### src/rtl/ysyx_24100005_wbu_pkg.sv
// Shared constants for the writeback unit: load funct3 encodings and the
// architectural register count.
package ysyx_24100005_wbu_pkg;

  localparam logic [2:0] F3_LB  = 3'b000;
  localparam logic [2:0] F3_LH  = 3'b001;
  localparam logic [2:0] F3_LW  = 3'b010;
  localparam logic [2:0] F3_LBU = 3'b100;
  localparam logic [2:0] F3_LHU = 3'b101;

  localparam int unsigned NREG = 32;

endpackage

### src/rtl/ysyx_24100005_Reg.sv
// Generic flop template: synchronous active-high reset to RESET_VAL,
// load on wen.
module ysyx_24100005_Reg #(
  parameter int unsigned       WIDTH     = 1,
  parameter logic [WIDTH-1:0]  RESET_VAL = '0
) (
  input  logic             clk,
  input  logic             rst,
  input  logic [WIDTH-1:0] din,
  output logic [WIDTH-1:0] dout,
  input  logic             wen
);

  always_ff @(posedge clk) begin
    if (rst)      dout <= RESET_VAL;
    else if (wen) dout <= din;
  end

endmodule

### src/rtl/ysyx_24100005_load_ext.sv
// Combinational load extender: picks the byte/half lane from an aligned
// memory word and sign- or zero-extends it according to funct3.
module ysyx_24100005_load_ext
  import ysyx_24100005_wbu_pkg::*;
#(
  parameter int unsigned DATA_WIDTH = 32
) (
  input  logic [DATA_WIDTH-1:0] data,
  input  logic [1:0]            addr_lo,
  input  logic [2:0]            funct3,
  output logic [DATA_WIDTH-1:0] result
);

  logic [7:0]  byte_lane;
  logic [15:0] half_lane;

  always_comb begin
    byte_lane = data[{addr_lo, 3'b000} +: 8];
    // Halfword lane ignores addr_lo[0]; misaligned halves read the aligned half.
    half_lane = data[{addr_lo[1], 4'b0000} +: 16];
    case (funct3)
      F3_LB:   result = {{(DATA_WIDTH-8){byte_lane[7]}}, byte_lane};
      F3_LBU:  result = {{(DATA_WIDTH-8){1'b0}}, byte_lane};
      F3_LH:   result = {{(DATA_WIDTH-16){half_lane[15]}}, half_lane};
      F3_LHU:  result = {{(DATA_WIDTH-16){1'b0}}, half_lane};
      default: result = data;
    endcase
  end

endmodule

### src/rtl/ysyx_24100005_wbu.sv
// Writeback unit: arbitrates EXU/LSU results into one registered RF write per
// cycle and tracks a busy scoreboard. Optional WBU_BYPASS_EN adds fwd_* ports.
module ysyx_24100005_wbu
  import ysyx_24100005_wbu_pkg::*;
#(
  parameter int unsigned DATA_WIDTH = 32,
  parameter int unsigned ADDR_WIDTH = 5,
  parameter int unsigned CNT_WIDTH  = 32,
  parameter int unsigned LSU_PRIO   = 1
) (
  input  logic                     clk,
  input  logic                     rst,
  input  logic                     exu_valid,
  output logic                     exu_ready,
  input  logic [ADDR_WIDTH-1:0]    exu_rd,
  input  logic [DATA_WIDTH-1:0]    exu_data,
  input  logic                     lsu_valid,
  output logic                     lsu_ready,
  input  logic [ADDR_WIDTH-1:0]    lsu_rd,
  input  logic [DATA_WIDTH-1:0]    lsu_data,
  input  logic [1:0]               lsu_addr_lo,
  input  logic [2:0]               lsu_funct3,
  input  logic                     alloc_valid,
  input  logic [ADDR_WIDTH-1:0]    alloc_rd,
  output logic [2**ADDR_WIDTH-1:0] busy,
  output logic                     rf_wen,
  output logic [ADDR_WIDTH-1:0]    rf_waddr,
  output logic [DATA_WIDTH-1:0]    rf_wdata,
`ifdef WBU_BYPASS_EN
  input  logic [ADDR_WIDTH-1:0]    fwd_rs1addr,
  input  logic [ADDR_WIDTH-1:0]    fwd_rs2addr,
  output logic                     fwd_rs1hit,
  output logic                     fwd_rs2hit,
  output logic [DATA_WIDTH-1:0]    fwd_rs1data,
  output logic [DATA_WIDTH-1:0]    fwd_rs2data,
`endif
  output logic [CNT_WIDTH-1:0]     retire_cnt
);

  logic [DATA_WIDTH-1:0]    load_data;
  logic                     accept;
  logic [ADDR_WIDTH-1:0]    sel_rd;
  logic [DATA_WIDTH-1:0]    sel_data;
  logic                     wr_next;
  logic [2**ADDR_WIDTH-1:0] busy_next;

  ysyx_24100005_load_ext #(.DATA_WIDTH(DATA_WIDTH)) u_load_ext (
    .data    (lsu_data),
    .addr_lo (lsu_addr_lo),
    .funct3  (lsu_funct3),
    .result  (load_data)
  );

  // Readies are forced low during reset so nothing is consumed while flushing.
  always_comb begin
    lsu_ready = !rst && lsu_valid && (!exu_valid || (LSU_PRIO != 0));
    exu_ready = !rst && exu_valid && (!lsu_valid || (LSU_PRIO == 0));
    accept    = lsu_ready || exu_ready;
    sel_rd    = lsu_ready ? lsu_rd    : exu_rd;
    sel_data  = lsu_ready ? load_data : exu_data;
    wr_next   = accept && (sel_rd != '0);
  end

  ysyx_24100005_Reg #(.WIDTH(1), .RESET_VAL(1'b0)) u_wen_reg (
    .clk (clk), .rst (rst), .din (wr_next), .dout (rf_wen), .wen (1'b1)
  );

  ysyx_24100005_Reg #(.WIDTH(ADDR_WIDTH), .RESET_VAL('0)) u_waddr_reg (
    .clk (clk), .rst (rst), .din (sel_rd), .dout (rf_waddr), .wen (wr_next)
  );

  ysyx_24100005_Reg #(.WIDTH(DATA_WIDTH), .RESET_VAL('0)) u_wdata_reg (
    .clk (clk), .rst (rst), .din (sel_data), .dout (rf_wdata), .wen (wr_next)
  );

  // Clear first, then set, so an allocation in the write cycle keeps the bit.
  always_comb begin
    busy_next = busy;
    if (rf_wen) busy_next[rf_waddr] = 1'b0;
    if (alloc_valid && (alloc_rd != '0)) busy_next[alloc_rd] = 1'b1;
    busy_next[0] = 1'b0;
  end

  always_ff @(posedge clk) begin
    if (rst) begin
      busy       <= '0;
      retire_cnt <= '0;
    end else begin
      busy <= busy_next;
      if (accept) retire_cnt <= retire_cnt + CNT_WIDTH'(1);
    end
  end

`ifdef WBU_BYPASS_EN
  always_comb begin
    fwd_rs1hit  = rf_wen && (rf_waddr == fwd_rs1addr) && (fwd_rs1addr != '0);
    fwd_rs2hit  = rf_wen && (rf_waddr == fwd_rs2addr) && (fwd_rs2addr != '0);
    fwd_rs1data = fwd_rs1hit ? rf_wdata : '0;
    fwd_rs2data = fwd_rs2hit ? rf_wdata : '0;
  end
`endif

endmodule

### config.mk
export PLATFORM = sky130hd
export DESIGN_NAME = ysyx_24100005_wbu
export DESIGN_NICKNAME = d
export VERILOG_FILES = /design/src/rtl/ysyx_24100005_wbu_pkg.sv /design/src/rtl/ysyx_24100005_Reg.sv /design/src/rtl/ysyx_24100005_load_ext.sv /design/src/rtl/ysyx_24100005_wbu.sv
export SDC_FILE = /design/constraint.sdc
export NUM_CORES = 1
export LEC_CHECK = 0
export CAP_MARGIN = 20
export CORE_MARGIN = 4
export CORE_UTILIZATION = 30
export DETAILED_ROUTE_END_ITERATION = 8
export PLACE_DENSITY = 0.69
export SYNTH_ARGS = -nofsm -noshare
export SYNTH_HDL_FRONTEND = slang
export SYNTH_SLANG_ARGS = --single-unit
### constraint.sdc
create_clock -name clk -period 5.25 [get_ports clk]
set_input_delay 0.525 -clock clk [delete_from_list [all_inputs] [get_ports clk]]
set_output_delay 0.525 -clock clk [all_outputs]
set_load 0.02 [all_outputs]
* Word-level counts from Yosys, hierarchy flattened
Cells that the tools add are included.
** Storage, ports and cells
- Bits in registers :: 102
- Input bits :: 89
- Word-level logic and storage cells :: 41
** Operators by class
- Add/subtract/negate cells :: 1
- $lt $le $gt $ge :: 4
- Equality and inequality tests :: 3
- Shift operators :: 2
- Mux-type cells :: 9
- Bitwise gates (word level) :: 3
- Reductions and logical operators :: 13
** Operators with widths (number)
- $pmux W32 S4 :: 1
- $mux W32 :: 3
- $add A32 B1 Y32 const B :: 1
- $and A32 B32 Y32 :: 1
- $not A32 Y32 :: 1
- $or A32 B32 Y32 :: 1
- $shiftx A32 B6 Y16 :: 1
- $shiftx A32 B6 Y8 :: 1
- $lt A5 B6 Y1 const B :: 2
- $demux W1 S5 :: 2
- $ge A5 B1 Y1 const B :: 2
- $reduce_bool A5 Y1 :: 2
- $logic_and A1 B1 Y1 :: 7
- $eq A3 B3 Y1 const B :: 2
- $mux W5 :: 1
- $eq A3 B1 Y1 const B :: 1
- $logic_not A3 Y1 :: 1
- $logic_not A1 Y1 :: 2
- $mux W1 :: 2
- $logic_or A1 B1 Y1 :: 1

* Logic depth before layout (Yosys ltp)
Gate-level depths: netlist of run 1.
- Word-level depth :: 9
- Gate-level depth with buffers :: 9

* Cells and area by module
From an unflattened synthesis of run 1, not the netlist that was laid out.
** Unflattened totals
- Cells, all modules :: 701
- Area total of the unflattened synthesis :: 5358.9 sq um
** By module, submodules not included
- ysyx_24100005_wbu :: instances 1, cells an instance 470, area each 3353.2 sq um, seq. area each 1261.2 sq um
- ysyx_24100005_Reg (u_wdata_reg) :: instances 1, cells an instance 103, area each 1163.6 sq um, seq. area each 640.6 sq um
- ysyx_24100005_load_ext :: instances 1, cells an instance 109, area each 628.1 sq um, seq. area each 0.0 sq um
- ysyx_24100005_Reg (u_waddr_reg) :: instances 1, cells an instance 16, area each 180.2 sq um, seq. area each 100.1 sq um
- ysyx_24100005_Reg (u_wen_reg) :: instances 1, cells an instance 3, area each 33.8 sq um, seq. area each 20.0 sq um

* Worst setup path after synthesis of run 1
No wires, ideal clock.
- Path kind :: input port to flip-flop
- Start point :: input port rst
- End point :: register u_wdata_reg.dout[20]
- Arrival time :: 2.098 ns
- Required time :: 5.156 ns
- Setup slack :: 3.058 ns
- Cell stages on the path :: 7
- Path buffers :: 2
- Cell sequence :: buf_2 -> nor3b_2 -> o21ai_2 -> a221oi_4 -> clkbuf_1 -> o21ai_0 -> o311ai_2
** Between the ends
- Longest elaborated chain between the ends :: 5
- Elaborated cells between the ends (all ways) :: 9
- Those cells by class :: 2 x mux; 7 x reduce/logical
** Ends and longest elaborated chain
- start: declaration :: RTL line ysyx_24100005_wbu.sv:12 : input logic rst,
- $logic_not A1 Y1 :: RTL line ysyx_24100005_wbu.sv:57 : exu_ready = !rst && exu_valid && (!lsu_valid || (LSU_PRIO == 0));
- $logic_and A1 B1 Y1 (2 in a row) :: RTL line ysyx_24100005_wbu.sv:57
- named net exu_ready :: RTL line ysyx_24100005_wbu.sv:14 : output logic exu_ready,
- $logic_or A1 B1 Y1 :: RTL line ysyx_24100005_wbu.sv:58 : accept = lsu_ready || exu_ready;
- $logic_and A1 B1 Y1 :: RTL line ysyx_24100005_wbu.sv:61 : wr_next = accept && (sel_rd != '0);
- end signal: assignment :: RTL line ysyx_24100005_Reg.sv:16 : else if (wen) dout <= din;
- end: declaration :: RTL line ysyx_24100005_Reg.sv:10 : output logic [WIDTH-1:0] dout,
The timed path passes the listed nets, and every way through them passes these cells.
A chain may end at the register's enable or synchronous reset.

* Final worst setup path of run 1
- Start point :: input port exu_valid
- End point :: output port exu_ready
** Between the ends
- Longest elaborated chain between the ends :: 2
** Ends and longest elaborated chain
- start: declaration :: RTL line ysyx_24100005_wbu.sv:13 : input logic exu_valid,
- $logic_and A1 B1 Y1 (2 in a row) :: RTL line ysyx_24100005_wbu.sv:57
- end: declaration :: RTL line ysyx_24100005_wbu.sv:14
No other way between the ends.

==> results of run 1 <==
-- cells in the mapped netlist (all sizes together), types with 16 or more instances --
master / number / area, um^2
o311ai: 16 / 222.7
buf: 17 / 103.9
a21oi: 39 / 195.2
inv: 26 / 100.1
xnor2: 16 / 140.1
o211ai: 18 / 135.1
clkbuf: 22 / 82.58
nand2: 61 / 229.0
dfxtp: 101 / 2022
nand3: 17 / 85.08
o21ai: 65 / 340.3
nor2: 56 / 210.2
-- metrics by stage --
stage | utilization [%] | hold slack [ns]
final | 44.85 | 0.4660
after global routing | 44.85 | 0.4838
after CTS | 44.85 | 0.4708
after detailed placement | 43.00 | 0.4504
after global placement | 43.00 | 0.4519
after floorplan | - | 0.5327
-- state kept, by name, indices dropped and copies added (netlist names) --
register,cells
retire_cnt,32
u_wdata_reg.dout,32
busy,31
u_waddr_reg.dout,5
u_wen_reg.dout,1
-- report_power, final --
group / total [mW] / internal (mW) / switching, mW
Clock: 0.701 / 0.389 / 0.311
Sequential: 0.833 / 0.804 / 0.0297
Combinational: 0.383 / 0.184 / 0.199
Total: 1.92 / 1.38 / 0.541
-- logic make-up after synthesis --
group / Yosys count / synth area share, %
other: 1 / 0.07213
buffers and inverters: 65 / 5.512
AND/OR/NAND/NOR: 215 / 22.05
AO/OA/AOI/OAI: 185 / 25.78
XOR/XNOR: 30 / 5.054
flip-flops: 101 / 38.89
multiplexers: 12 / 2.407
adder cells (fa/ha/maj): 1 / 0.2406
-- path summary, 6_finish.rpt --
check	from	end	slack, ns	cells past startpoint
max	exu_valid	exu_ready	2.48	3
min reg2reg	u_wdata_reg.dout[12]	u_wdata_reg.dout[12]	0.47	1
min	u_wdata_reg.dout[12]	u_wdata_reg.dout[12]	0.47	1
max reg2reg	retire_cnt[0]	retire_cnt[8]	3.33	6
-- worst reg2reg max path, stage by stage (launching register included) --
cell	delay [ns]
dfxtp_1	0.40
ha_1	0.16
o21ai_0	0.21
nor3_1	0.58
and3_1	0.25
xnor2_1	0.12
nor2_1	0.05
-- final cells by class --
cell class	count	area, um^2
Multi-Input combinational cell	444	2890
Inverter	26	100.1
Clock buffer	11	242.7
Tap cell	220	275.3
Sequential cell	101	2022
Clock inverter	5	66.31
Timing Repair Buffer	193	1919
Fill cell	1695	9244
-- layer usage --
layer | track usage [%] | routed length, um
met1 | 24.30 | 8260
met2 | 28.52 | 8408
met3 | 3.979 | 992
met4 | 5.048 | 246
met5 | 0 | 19
==> qor.csv, run 1 <==
metric,value,unit
mostFrequentLayoutCell,clkdlybuf4s50_1,
yosysSeqAreaShare,38.89,%
finalWeightedCongestion,0.9110,
clock_path_buffers,2,
root_buffer,clkbuf_16,
ys.flop_type,dfxtp_1,
wl,17.93,mm
dr.pass1.iters,5,
die_area,19500,um^2
cts_tree,built,
setup_slack,2.483,ns
worst-path-buf-inv,2,
crit_slowest_cell,clkdlybuf4s50_1,
drv_cap,0,
p_total,1.918,mW
cp-start-kind,primary input,
final.min_clock_period,2.767,ns
wl_per_cell,17.93,um
synth_area,5199,um^2
clk_pin_slew,0.07,ns
die_w,139.6,um
track_usage,17.85,%
antennaDiodeCount,0,
cts_hold_buf,0,
outcome,finished clean,
finalSetupTns,0,ns
drt-initial-drc-count,426,
grt_pass1_wl,28.35,mm
numCtsBuffers,9,
overflow,0,
dpl_worst_slack,2.218,ns
avgSynthCellArea,8.523,um^2
grt_max_degree,78,
drcViolationCount,0,
path_class,primary input to output pin,
synth_cells,610,
antenna_found_initial,1,
post-cts-setup-buffers,0,
dp_hpwl,13.27,mm
timing.critical_path.mode_cell,clkdlybuf4s50_1,
vias,5194,
placedCellCount,984,
dpl-instance-area,7207,um^2
leakage,2.598,nW
cts.repair.resized,0,
start_util,31.02,%
ys_ff_latch,101,
clock-sinks,101,
clock_skew,0.009142,ns
cp_max_fo,5,
drtAntennaViolNets,0,
tightest_slew,0.8962,ns
portBuffers,191,
yosysWarnings,0,
period_share,52.70,%
area_delta_synth_final,44.57,%
crit_path_end_kind,output pin,
clk_latency,0.35,ns
synth.net_count,700,
ir_worst_vdd,135.8,uV
fin_area,7516,um^2
nNetsFinal,865,
viasPerCell,5.194,
coreArea,16760,um^2
final_cell_mix,"clkdlybuf4s50_1 (189), dfxtp_1 (101), o21ai_0 (63)",
ys_types,64,
drive_gt1_share,7.436,%
fmax,0.3615,GHz
io_pins,193,
critPathMaxStageDelay,0.72,ns
die_height,139.6,um
synth-async-reset-ratio,0,%
rsz0062_at_grt,false,
path_cells,"clkdlybuf4s50_1, nor3b_2, clkdlybuf4s50_1",
setup_viol,0,
hold_path_class,flip-flop to flip-flop,
final_hold_viol_count,0,
power_density,255.1,nW/um^2
crit_family,buffers and inverters,
relSlewSlack,40.13,%
finalNonFillerCells,1000,
worst-endpoint-arrival,2.24,ns
std_cell_rows,47,
synth_edf_count,0,
crit_required,4.72,ns
grt_pass1_vias,5027,
htree_num_levels,3,
report.final.slew_viol_count,0,
(Power assumes the default switching activity.)
==> run 2: changes to the inputs <==
Settings changed: PLACE_DENSITY 0.69 to 0.71.
Clock period 5.25 ns to 2.4 ns, I/O delays scaled along.
==> run 2 against run 1 <==
Core utilization grew 1.0 points. Final cell count grew 2.2%. Global-route usage grew 0.25 points. Count of clock-buffer cells in the layout shrank 2. Sequential power grew 120%. Critical path depth grew 3. Clock skew is essentially flat. Die area is the same. Routed wire length shrank 0.16%. Cell area grew 2.3%. Worst setup slack lost 2.2 ns. Via count grew 1.4%. Critical endpoint is now u_wdata_reg.dout[18].
==> qor.csv, run 2 (synthesized netlist as in run 1, its figures left out) <==
metric,value,unit
track_usage,18.10,%
p_seq_share,42.9,%
viasPerCell,5.152,
dpl-instance-area,7372,um^2
cp-startpoint,exu_rd[3],
tightest_slew,0.7308,ns
wl,17.90,mm
outcome,finished clean,
drcViolationCount,0,
clock_skew,0.009026,ns
rsz0062_at_grt,false,
final_cell_mix,"clkdlybuf4s50_1 (189), dfxtp_1 (101), o21ai_0 (63)",
drv_cap,0,
p_sw_share,29.01,%
relSlewSlack,51.12,%
power_density,553.1,nW/um^2
die_area,19500,um^2
coreArea,16760,um^2
final.min_clock_period,2.092,ns
power.internal,3.019,mW
hold_path_class,primary input to flip-flop,
cts_hold_buf,0,
report.final.slew_viol_count,0,
vias,5265,
leakage,2.717,nW
std_cell_rows,47,
grt_max_degree,55,
drt-initial-drc-count,388,
htree_num_levels,3,
fillCellCount,1665,
path_cells,"clkdlybuf4s50_1, or4_1, o21ai_2, and2_4, inv_4, o311ai_0",
cts_tree,built,
final_hold_viol_count,0,
cp-start-kind,primary input,
fin_area,7687,um^2
area_delta_synth_final,47.87,%
io_pins,193,
period_share,87.17,%
dp_hpwl,13.52,mm
nNetsFinal,887,
antennaDiodeCount,0,
crit_slowest_cell,or4_1,
portBuffers,191,
dr.pass1.iters,5,
post-cts-setup-buffers,0,
wl_per_cell,17.51,um
finalWeightedCongestion,0.8796,
die_w,139.6,um
multi_input_comb_area,2890,um^2
fmax,0.4780,GHz
numCtsBuffers,9,
largestRegisters,"retire_cnt x32, u_wdata_reg.dout x32, busy x31",
rrSetupSlack,0.51,ns
drive_gt1_share,10.10,%
cp_max_fo,35,
root_buffer,clkbuf_16,
r2r_end,retire_cnt[28],
crit_required,2.64,ns
reg2reg_depth,5,
start_util,31.02,%
worst-endpoint-arrival,2.33,ns
grt_pass1_wl,28.62,mm
crit_path_end_kind,flip-flop,
grt_busiest_layer,met2,
clockPowerShare,36.9,%
overflow,0,
ir_worst_vdd,310.1,uV
drtAntennaViolNets,0,
power_switching,1.233,mW
path_class,primary input to flip-flop,
finalSetupTns,0,ns
p_comb_share,20.2,%
layout.area.seq,2022,um^2
met3_usage,4.940,%
setup_viol,0,
clk_pin_slew,0.07,ns
grt_util_met1,24.22,%
mostFrequentLayoutCell,clkdlybuf4s50_1,
r2r-start,retire_cnt[3],
clk_latency,0.35,ns
clock_path_buffers,2,
die_height,139.6,um
grt_pass1_vias,5175,
clock-sinks,101,
antenna_found_initial,0,
critPathMaxStageDelay,0.60,ns
endpoint,u_wdata_reg.dout[18],
grt_use_met2,27.68,%
cts.repair.resized,0,
## run 2: cell count changes in the layout (fill, tap and decap cells not counted)
cell | previous run | this run
clkinvlp_4 | 1 | 0
clkbuf_8 | 1 | 0
buf_4 | 3 | 25
inv_8 | 1 | 3
clkbuf_1 | 1 | 0
clkinv_4 | 1 | 2
## run 2: critical path, delay by kind of cell
| kind | cells | cell delay (ns) |
|---|---|---|
| AO/OA/AOI/OAI | 2 | 0.65 |
| AND/OR/NAND/NOR | 2 | 0.84 |
| buffers and inverters | 2 | 0.57 |
## run 2: metrics by stage
stage | hold slack, ns | util, % | total power, mW | instances | setup WS [ns]
3_5_place_dp | 0.4540 | 43.99 | 2.721 | 1006 | -0.05503
4_1_cts | 0.2802 | 45.87 | 4.297 | 1022 | 0.3061
2_1_floorplan | 0.3790 | - | 2.273 | 610 | 0.4933
6_report | 0.2969 | 45.87 | 4.252 | 1022 | 0.3080
3_3_place_gp | 0.4541 | 43.99 | 2.717 | 1006 | 0.03107
5_1_grt | 0.3080 | 45.87 | 4.447 | 1022 | 0.1512
## run 2: layer usage
layer  part of all wire, %  up-vias
li1                      -     2581
met2                    45      180
met5                     0        -
met3                   7.2       37
met1                    45     2467
met4                   3.0        0
## run 2: how the worst min path moves through the flow
stage | startpoint | end | slack (ns) | cells past startpoint
final | rst | retire_cnt[1] | 0.30 | 3
after global routing | rst | retire_cnt[2] | 0.31 | 3
after CTS | rst | retire_cnt[1] | 0.28 | 3
after detailed placement | u_wdata_reg.dout[12] | u_wdata_reg.dout[12] | 0.45 | 1
after global placement | u_wdata_reg.dout[15] | u_wdata_reg.dout[15] | 0.45 | 1
after floorplan | exu_data[0] | u_wdata_reg.dout[0] | 0.38 | 1
## run 2: power groups by stage
stage / registers, mW / logic [mW] / clock network [mW]
3_3_place_gp: 1.86 / 0.852 / 0
2_1_floorplan: 1.94 / 0.333 / 0
5_1_grt: 1.84 / 0.924 / 1.69
4_1_cts: 1.83 / 0.863 / 1.61
3_5_place_dp: 1.86 / 0.860 / 0
6_report: 1.82 / 0.860 / 1.57
## run 2: cell type report
type	instances	area share, %
Multi-Input combinational cell	444	37.60
Timing Repair Buffer	215	27.12
Inverter	26	1.302
Tap cell	220	3.581
Clock inverter	7	1.172
Sequential cell	101	26.30
Clock buffer	9	2.930
==> run 3: changes to the inputs <==
Settings changed: CAP_MARGIN 20 to 10.
==> results of run 3 <==
The final DEF is identical to that of run 2; final timing and power are the same.
